[src/rtl/uart_tx.sv]
// Byte-wide 8N1 UART transmitter paced by an oversampling strobe (sample_clk).
// Define UART_TX_PARITY_EN to insert an even-parity bit after D7 (8E1).
module uart_tx #(
  parameter int OVERSAMPLE = 8
) (
  input  logic       clk,
  input  logic       rst_n,
  input  logic       sample_clk,
  input  logic [7:0] tx_data,
  input  logic       tx_valid,
  output logic       tx_ready,
  output logic       txd,
  output logic       busy,
  output logic       tx_done
);

  localparam int TICK_W = (OVERSAMPLE > 1) ? $clog2(OVERSAMPLE) : 1;
  localparam logic [TICK_W-1:0] TICK_LAST = TICK_W'(OVERSAMPLE - 1);

  typedef enum logic [2:0] {
    ST_IDLE,
    ST_START,
    ST_DATA,
`ifdef UART_TX_PARITY_EN
    ST_PARITY,
`endif
    ST_STOP
  } state_t;

  state_t            state_q, state_d;
  logic [TICK_W-1:0] tick_q, tick_d;
  logic [2:0]        bit_q, bit_d;
  logic [7:0]        shift_q, shift_d;
  logic              txd_q, txd_d;
  logic              busy_q, busy_d;
  logic              ready_q, ready_d;
  logic              done_q, done_d;
  logic              at_boundary;
`ifdef UART_TX_PARITY_EN
  logic              par_q, par_d;
`endif

  // Handshake: a byte is taken on any clk edge where tx_valid && tx_ready;
  // tx_ready is low for the whole frame, so nothing offered while busy is seen.
  always_comb begin
    state_d = state_q;
    tick_d  = tick_q;
    bit_d   = bit_q;
    shift_d = shift_q;
    txd_d   = txd_q;
    busy_d  = busy_q;
    ready_d = ready_q;
    done_d  = 1'b0;
`ifdef UART_TX_PARITY_EN
    par_d   = par_q;
`endif
    at_boundary = (state_q != ST_IDLE) && sample_clk && (tick_q == TICK_LAST);

    if (state_q != ST_IDLE && sample_clk) begin
      tick_d = (tick_q == TICK_LAST) ? '0 : tick_q + 1'b1;
    end

    case (state_q)
      ST_IDLE: begin
        if (tx_valid && ready_q) begin
          shift_d = tx_data;
          tick_d  = '0;
          bit_d   = '0;
          state_d = ST_START;
          txd_d   = 1'b0;
          busy_d  = 1'b1;
          ready_d = 1'b0;
`ifdef UART_TX_PARITY_EN
          par_d   = ^tx_data;
`endif
        end
      end
      ST_START: begin
        if (at_boundary) begin
          state_d = ST_DATA;
          bit_d   = '0;
          txd_d   = shift_q[0];
        end
      end
      ST_DATA: begin
        if (at_boundary) begin
          shift_d = {1'b0, shift_q[7:1]};
          if (bit_q == 3'd7) begin
`ifdef UART_TX_PARITY_EN
            state_d = ST_PARITY;
            txd_d   = par_q;
`else
            state_d = ST_STOP;
            txd_d   = 1'b1;
`endif
          end else begin
            bit_d = bit_q + 3'd1;
            txd_d = shift_q[1];
          end
        end
      end
`ifdef UART_TX_PARITY_EN
      ST_PARITY: begin
        if (at_boundary) begin
          state_d = ST_STOP;
          txd_d   = 1'b1;
        end
      end
`endif
      ST_STOP: begin
        if (at_boundary) begin
          state_d = ST_IDLE;
          txd_d   = 1'b1;
          busy_d  = 1'b0;
          ready_d = 1'b1;
          done_d  = 1'b1;
        end
      end
      default: begin
        state_d = ST_IDLE;
        txd_d   = 1'b1;
        busy_d  = 1'b0;
        ready_d = 1'b1;
      end
    endcase
  end

  always_ff @(posedge clk) begin
    if (!rst_n) begin
      state_q <= ST_IDLE;
      tick_q  <= '0;
      bit_q   <= '0;
      shift_q <= '0;
      txd_q   <= 1'b1;
      busy_q  <= 1'b0;
      ready_q <= 1'b1;
      done_q  <= 1'b0;
`ifdef UART_TX_PARITY_EN
      par_q   <= 1'b0;
`endif
    end else begin
      state_q <= state_d;
      tick_q  <= tick_d;
      bit_q   <= bit_d;
      shift_q <= shift_d;
      txd_q   <= txd_d;
      busy_q  <= busy_d;
      ready_q <= ready_d;
      done_q  <= done_d;
`ifdef UART_TX_PARITY_EN
      par_q   <= par_d;
`endif
    end
  end

  assign txd      = txd_q;
  assign busy     = busy_q;
  assign tx_ready = ready_q;
  assign tx_done  = done_q;

endmodule

[config.mk]
export PLATFORM = sky130hd
export DESIGN_NAME = uart_tx
export DESIGN_NICKNAME = d
export VERILOG_FILES = /design/src/rtl/uart_tx.sv
export SDC_FILE = /design/constraint.sdc
export NUM_CORES = 1
export LEC_CHECK = 0
export CAP_MARGIN = 20
export CORE_MARGIN = 2
export CORE_UTILIZATION = 35
export DETAILED_ROUTE_END_ITERATION = 8
export PLACE_DENSITY = 0.62
export SLEW_MARGIN = 40
export SYNTH_ARGS = -nofsm -noshare
export SYNTH_HDL_FRONTEND = slang
export SYNTH_SLANG_ARGS = --single-unit
[constraint.sdc]
create_clock -name clk -period 2.17 [get_ports clk]
set_clock_uncertainty 0.05 [all_clocks]
set_input_delay 0.434 -clock clk [delete_from_list [all_inputs] [get_ports clk]]
set_output_delay 0.434 -clock clk [all_outputs]
set_load 0.05 [all_outputs]
### After elaboration in Yosys (flattened, before gate mapping)

Cells that the tools add are included.

| word-level totals | value |
|---|---|
| register bits | 21 |
| bits of input ports | 12 |
| output and inout bits | 4 |
| word-level logic and storage cells | 64 |

| operators by class | value |
|---|---|
| $add $sub $neg | 2 |
| eq/ne operators | 11 |
| multiplexer cells | 28 |
| bitwise operators | 1 |
| reductions and logical operators | 14 |

Operators by type and width:

| kind | count |
|---|---|
| 2-to-1 mux 3 bit | 12 |
| 2-to-1 mux 8 bit | 2 |
| one-hot mux 8 bit (2 select lines) | 1 |
| != test 2 bit (second input constant) | 6 |
| one-hot mux 3 bit (4 select lines) | 1 |
| AND reduction 5 bit | 2 |
| one-hot mux 3 bit (3 select lines) | 1 |
| 2-to-1 mux 1 bit | 8 |
| adder 3 x 1 -> 3 bit (second input constant) | 2 |
| == test 3 x 2 -> 1 bit (second input constant) | 2 |
| == test 3 bit (second input constant) | 2 |
| one-hot mux 1 bit (3 select lines) | 2 |
| AND reduction 3 bit | 2 |
| nonzero test 3 bit | 2 |
| one-hot mux 1 bit (4 select lines) | 1 |
| AND reduction 4 bit | 1 |
| == test 3 x 1 -> 1 bit (second input constant) | 1 |
| logical AND 1 bit | 3 |
| zero test 3 bit | 1 |
| AND reduction 2 bit | 1 |
| nonzero test 2 bit | 1 |
| OR reduction 2 bit | 1 |
| NOT 1 bit | 1 |

### Logic depth before layout (Yosys ltp)

| logic depth | value |
|---|---|
| depth after elaboration | 5 |
| gate-level depth with buffers | 8 |
| depth with buffers taken out | 5 |

### Least setup slack after synthesis

OpenSTA, ideal clock, no wires.

| timing | value |
|---|---|
| path kind | register to register |
| from | register state_q[0] |
| to | register shift_q[0] |
| setup time | 116 ps |
| arrival time | 1,625 ps |
| required time | 2,004 ps |
| path slack | 378 ps |
| cell stages (with the launch flop) | 9 |
| path buffers | 3 |
| period minus slack after synthesis | 1,792 ps |
| path through | dfxtp_1 inv_1 ha_1 buf_4 and4b_1 buf_6 or2_1 buf_6 o211a_1 |

| between the ends | value |
|---|---|
| longest elaborated chain between the ends | 5 |
| elaborated cells between the ends (all ways) | 10 |
| classes of those cells | eq/ne (3); mux (1); reduce/logical (6) |

Ends and longest elaborated chain:

| what | line | source |
|---|---|---|
| from (decl) | 30 | `state_t state_q, state_d;` |
| from (signal assigned) | 142 | `state_q <= state_d;` |
| nonzero test 3 bit | 57 | `at_boundary = (state_q != ST_IDLE) && sample_clk && (tick_q == TICK_LAST);` |
| logical AND 1 bit (2 in a row) | 57 |  |
| != test 2 bit (no source line) | - |  |
| AND reduction 3 bit (no source line) | - |  |
| to (signal assigned) | 145 | `shift_q <= shift_d;` |
| to (decl) | 33 | `logic [7:0] shift_q, shift_d;` |

Several ways; a longest one is shown, not always the timed one.
A chain may end at the register's enable or synchronous reset.

### Final worst setup path

| timing | value |
|---|---|
| from | register ready_q, in the netlist tx_ready |
| to | output tx_ready |

RTL lines:

| what | line | source |
|---|---|---|
| from (decl) | 36 | `logic ready_q, ready_d;` |
| from (signal assigned) | 148 | `ready_q <= ready_d;` |
| to (decl) | 11 | `output logic tx_ready,` |

No word-level cell between the ends.

==> impl_metrics.ini <==
[min_path]
min_path_cells = 2
worst_hold_startpoint = shift_q[7]
worst_hold_endpoint = shift_q[7]
min_path_type = reg -> reg

[sta]
setup_tns_ns = 0
report.final.setup_viol = 0
fmax_ghz = 0.4953
hold_viol = 0
final_min_period_over_clock_period_pct = 93.03
max_slew.worst_pin.slew_ns = 0.5036
grt_setup_unrepaired = false
setup_slack_ns = 0.1512
min_period_ns = 2.019
drv_slew = 0
slew_headroom_pct = 66.32

[clocking]
clkTransAtPathRegs_ns = 0.13
cts-root-buf = sky130_fd_sc_hd__clkbuf_4
cts_inserted_buffers = 3
clock-sinks = 20
cts_h_tree_depth = 1
max-clock-path-buffers = 2
post_cts.resized_instances = 0
clock_latency_ns = 0.31
postCtsSetupBuffers = 0
tritoncts = done
cts-hold-fix-buffers = 0

[drt]
detailroute.via_count = 869
drtPass1Iterations = 4
route.detailed.drc = 0
drt-initial-drc-count = 42
antenna_left = 0
vias_per_cell = 5.052
wire_per_inst_um = 12.67
drt_wl_total_um = 2179

[setup_path]
worstPathCellList = clkdlybuf4s50_1
regToRegStartpoint = state_q[0]
crit_arrival_ns = 1.53
reg2reg_end = bit_q[2]
timing.critical_path.required_ns = 1.69
worstSetupPathType = reg -> out
worstPathMaxFanout = 5
kind_of_cell_adding_the_most_delay_to_the_critical_path = buffers and inverters
longest_individual_stage_delay_on_the_worst_path_ns = 0.82
worst_setup_path_start_kind = flop
critPathCaptureType = output pin
worst-r2r-cell-count = 6
cpMaxStageDelayCell = sky130_fd_sc_hd__clkdlybuf4s50_1
crit_buf_inv = 1
regToRegSetupSlack_ns = 0.24

[finish]
multi_input_comb_area_um2 = 644.4
area_growth_syn_to_layout_pct = 20.23
final-seq-area_um2 = 400.4
antenna-diode-count = 0
filler_cell_count = 298
final_nets = 150
layout-drive-gt1-share_pct = 8.594
finalInstanceArea_um2 = 1331

[synthesis]
yosysWarnings = 0
synth-seq-area-share_pct = 36.16
synth-edff-count = 0
ys_ff_latch = 20
mappedNetlistArea_um2 = 1107
count_of_unique_library_cells_instantiated_by_yosys = 30
number_of_instances_in_the_synthesized_netlist = 112
postSynth.topFlopCell = sky130_fd_sc_hd__dfxtp_1
syn-mean-instance-area_um2 = 9.887
synth_fp_nets = 133
async_reset_ff_share_pct = 0

[pwr]
power-per-cell-area_nw_per_um2 = 1219
leakagePower_nw = 0.6371
vdd_drop_max_v = 0.0003759
post-layout-total-power_mw = 1.623

[placed_design]
placement.setup.worst_slack_ns = 0.2290
hpwlAfterDp_um = 1641
io_buffer_count = 15
global_placement_routability_congestion = 0.7305
dpl_cell_area_um2 = 1295

[grt]
grt_pass1_vias = 860
track_usage_pct = 13.79
use_met2_pct = 21.89
grt_pass1_wl_um = 3705
grtUsageMet3_pct = 2.597
antenna_violations_before_repair = 0
grt_start_max_net_pins = 15
grt.overflow.total = 0
use_met1_pct = 17.67
top_usage_layer = met2

[floorplan]
coreArea_um2 = 3028
die-height_um = 60.25
row_count = 20
start_util_pct = 36.57
io_pins = 16
die_w_um = 60.25
floorplan.die_area_um2 = 3629

[outcome]
status = finished clean

[run]
cap_viol_max_count = 0
[power breakdown]
group	total [mW]	switching (mW)	leakage [nW]	internal (mW)
sequential	0.554	0.0766	0.164	0.478
combinational	0.842	0.442	0.452	0.400
clock	0.227	0.125	0.0210	0.103
[final cells by class]
cell class                      count  share of cell area [%]
Clock buffer                        4                   2.726
Timing Repair Buffer               19                   13.53
Inverter                            4                   1.128
Tap cell                           44                   4.135
Multi-Input combinational cell     81                   48.40
Sequential cell                    20                   30.08
[kinds of logic after synthesis]
kind of cell	count (synthesis)	synth area share, %
AO/OA/AOI/OAI	28	19.66
adder cells (fa/ha/maj)	9	10.17
buffers and inverters	11	5.650
flip-flops	20	36.16
multiplexers	15	13.56
AND/OR/NAND/NOR	29	14.80
[synth_stat cells, types with 2 or more instances]
master | n | area (um2)
sky130_fd_sc_hd__clkbuf_1 | 2 | 7.510
sky130_fd_sc_hd__mux2i_1 | 15 | 150.1
sky130_fd_sc_hd__a21oi_1 | 2 | 10.01
sky130_fd_sc_hd__dfxtp_1 | 20 | 400.4
sky130_fd_sc_hd__inv_1 | 4 | 15.01
sky130_fd_sc_hd__nand3_1 | 3 | 15.01
sky130_fd_sc_hd__o21ai_0 | 8 | 40.04
sky130_fd_sc_hd__o211a_1 | 8 | 80.08
sky130_fd_sc_hd__a21o_1 | 2 | 15.01
sky130_fd_sc_hd__nand2b_1 | 2 | 12.51
sky130_fd_sc_hd__nand3b_1 | 2 | 15.01
sky130_fd_sc_hd__nand2_1 | 9 | 33.78
sky130_fd_sc_hd__ha_1 | 9 | 112.6
sky130_fd_sc_hd__and4b_1 | 3 | 30.03
sky130_fd_sc_hd__nor2_1 | 5 | 18.77
sky130_fd_sc_hd__buf_6 | 2 | 22.52
sky130_fd_sc_hd__a211o_1 | 2 | 17.52
sky130_fd_sc_hd__buf_2 | 2 | 10.01
[sequential cells by signal, indices dropped and copies added, names as in the netlist]
register / count
tx_done: 1
bit_q: 3
busy: 1
state_q: 2
txd: 1
tx_ready: 1
tick_q: 3
shift_q: 8
[per-stage QoR]
| step | util (%) | hold slack (ns) | std cells |
|---|---|---|---|
| floorplan | - | 0.3781 | 112 |
| global placement | 42.77 | 0.4015 | 168 |
| detailed placement | 42.77 | 0.3957 | 168 |
| CTS | 43.97 | 0.4153 | 172 |
| global route | 43.97 | 0.4447 | 172 |
| finish | 43.97 | 0.4215 | 172 |
[cell usage in the layout, fill, tap and decap left out, drive strengths merged, types with 3 or more instances in the layout]
| cell type | instances |
|---|---|
| dfxtp | 20 |
| mux2i | 15 |
| clkdlybuf4s50 | 15 |
| nand2 | 9 |
| ha | 9 |
| o21ai | 9 |
| o211a | 8 |
| nor2 | 5 |
| inv | 4 |
| buf | 4 |
| clkbuf | 4 |
| nand3 | 3 |
| and4b | 3 |
[metal layers]
metal | vias up | part of all wire (%)
met4 | 0 | 1.5
met1 | 410 | 48
met3 | 4 | 3.9
met5 | - | 0
met2 | 18 | 46
li1 | 437 | -
[worst max-delay path by stage]
stage	startpoint	to	slack, ns	depth (start not counted)
floorplan	state_q[0]	shift_q[0]	0.38	8
detailed placement	sample_clk	bit_q[2]	0.23	4
finish	tx_ready	tx_ready	0.15	1
global placement	sample_clk	bit_q[1]	0.23	4
CTS	tx_ready	tx_ready	0.14	1
global route	tx_ready	tx_ready	0.1	1
No activity file was read; power rests on OpenSTA's default activity.
==> RTL edit (config.mk and constraints unchanged) <==
Change the parameter `OVERSAMPLE` from 8 to 16.
--- a/src/rtl/uart_tx.sv
+++ b/src/rtl/uart_tx.sv
@@ -2,5 +2,5 @@
 // Define UART_TX_PARITY_EN to insert an even-parity bit after D7 (8E1).
 module uart_tx #(
-  parameter int OVERSAMPLE = 8
+  parameter int OVERSAMPLE = 16
 ) (
   input  logic       clk,
Behaviour: not the same (Yosys sat finds a counterexample within 10 cycles, from zero or initial values and one cycle with rst_n low).
==> RTL edit against the unedited design <==
Maximum frequency is 1.7% lower; design area is 2.6% higher; sequential power hardly changed; first-iteration DRC count is 69% lower; combinational power is 13% lower; power is 8.7% lower; routed wire length is 5.7% higher; area after synthesis is 2.6% higher; worst setup slack worse by 0.036 ns; sequential cell count is 1 higher; non-clock buffer count stayed put; critical path type unchanged; critical endpoint unchanged; largest power group unchanged.
==> RTL edit: results (changes against the unedited design) <==
Clocking
  • Root buf cell: clkbuf_4

Global routing
  • GRT Resource Usage Total: 0.1391 (+0.001196)
  • Largest net degree at the start of global routing: 16 (+1)
  • Antenna violations before repair: 0 (unchanged)
  • Vias in the first global route: 840 (-2.3%)
  • First-pass GRT wire length: 3857 µm (+4.1%)

Synth
  • Synth top cells by count: dfxtp_1, nor2_1, nand2_1
  • Cell variety after synth: 37 (+23%)
  • Syn nets: 145 (+9.0%)
  • Seq/Total Area, Yosys: 0.3700 (+0.008462)
  • Syn. warnings: 0 (unchanged)
  • Synth top area cells: dfxtp_1, ha_1, mux2i_1

Status
  • Status: finished clean

Route
  • Initial drt markers: 13 (-69%)
  • Total wire length: 2303 µm (+5.7%)
  • Average vias per placed instance: 5.102 (+0.98%)

Final layout
  • NumNets Final: 164 (+9.3%)
  • Largest registers: shift_q x8, tick_q x4, bit_q x3
  • Layout cell share with drive strength beyond 1: 0.08392 (-0.002021)

Place
  • Post-DP HPWL: 1718 µm (+4.7%)
  • Setup WS pre-CTS: 0.2656 ns (+0.03664 ns)
  • IO buf count: 15 (unchanged)
  • RePlAce Congestion: 0.8445 (+16%)
  • DP Area: 1339 µm² (+3.4%)

Worst setup path
  • Slowest-stage cell, CP: clkdlybuf4s50_1
  • Crit-path max FO: 6 (+1)
  • CP delay by family, top: buffers and inverters

Power
  • Leakage: 0.5128 nW (-20%)
  • Internal power: 0.0008613 W (-12%)
  • Max VDD drop: 0.4802 mV (+28%)

STA
  • Worst-margin pin slew: 0.4938 ns (-0.009770 ns)
  • Setup_tns: 0 ns (unchanged)
RTL edit: cell type report:
cell class	count	area, µm²
clock buffer	3	22.52
clock inverter	1	5.005
fill	307	1712
inverter	3	11.26
multi-input combinational	96	671.9
sequential	21	420.4
tap	44	55.05
timing repair buffer	19	180.2
RTL edit: cells by family (layout without fill, tap and decap cells):
kind of cell,after synthesis,count (layout),synth area share
adder cells (fa/ha/maj),8,8,0.08811
flip-flops,21,21,0.3700
buffers and inverters,8,26,0.03854
multiplexers,8,8,0.07049
AO/OA/AOI/OAI,31,31,0.1982
AND/OR/NAND/NOR,47,47,0.2192
XOR/XNOR,2,2,0.01542
RTL edit: per-stage QoR:
stage          utilization  cells
2_1_floorplan            -    125
3_3_place_gp        0.4350    183
3_5_place_dp        0.4350    183
4_1_cts             0.4439    187
5_1_grt             0.4439    187
6_report            0.4439    187
RTL edit: final timing paths:
check / from / end / slack, ns / cells after the start
hold / removal: shift_q[7] / shift_q[7] / 0.42 / 2
hold reg to reg: shift_q[7] / shift_q[7] / 0.42 / 2
setup reg to reg: state_q[0] / bit_q[2] / 0.26 / 5
setup / recovery: tx_ready / tx_ready / 0.12 / 1
RTL edit: power groups by stage:
stage / Combinational [W] / Sequential [W] / Clock, W
3_3_place_gp: 0.000724 / 0.000558 / 0
4_1_cts: 0.000736 / 0.000554 / 0.000203
6_report: 0.000734 / 0.000554 / 0.000194
3_5_place_dp: 0.000730 / 0.000564 / 0
5_1_grt: 0.000802 / 0.000571 / 0.000221
2_1_floorplan: 0.000502 / 0.000627 / 0
RTL edit: metal layers:
metal	global-route usage	vias up	routed length, µm
met3	0.01919	5	41
met1	0.1982	448	1170
met5	0	-	0
met2	0.2028	9	1039
li1	-	492	-
met4	0.07453	0	51
RTL edit: worst register-to-register path, stage by stage, from the launching register on:
cell,delay (ns)
dfxtp_1,0.44
inv_1,0.09
ha_1,0.29
nand2b_1,0.30
o32ai_1,0.47
o211ai_1,0.15
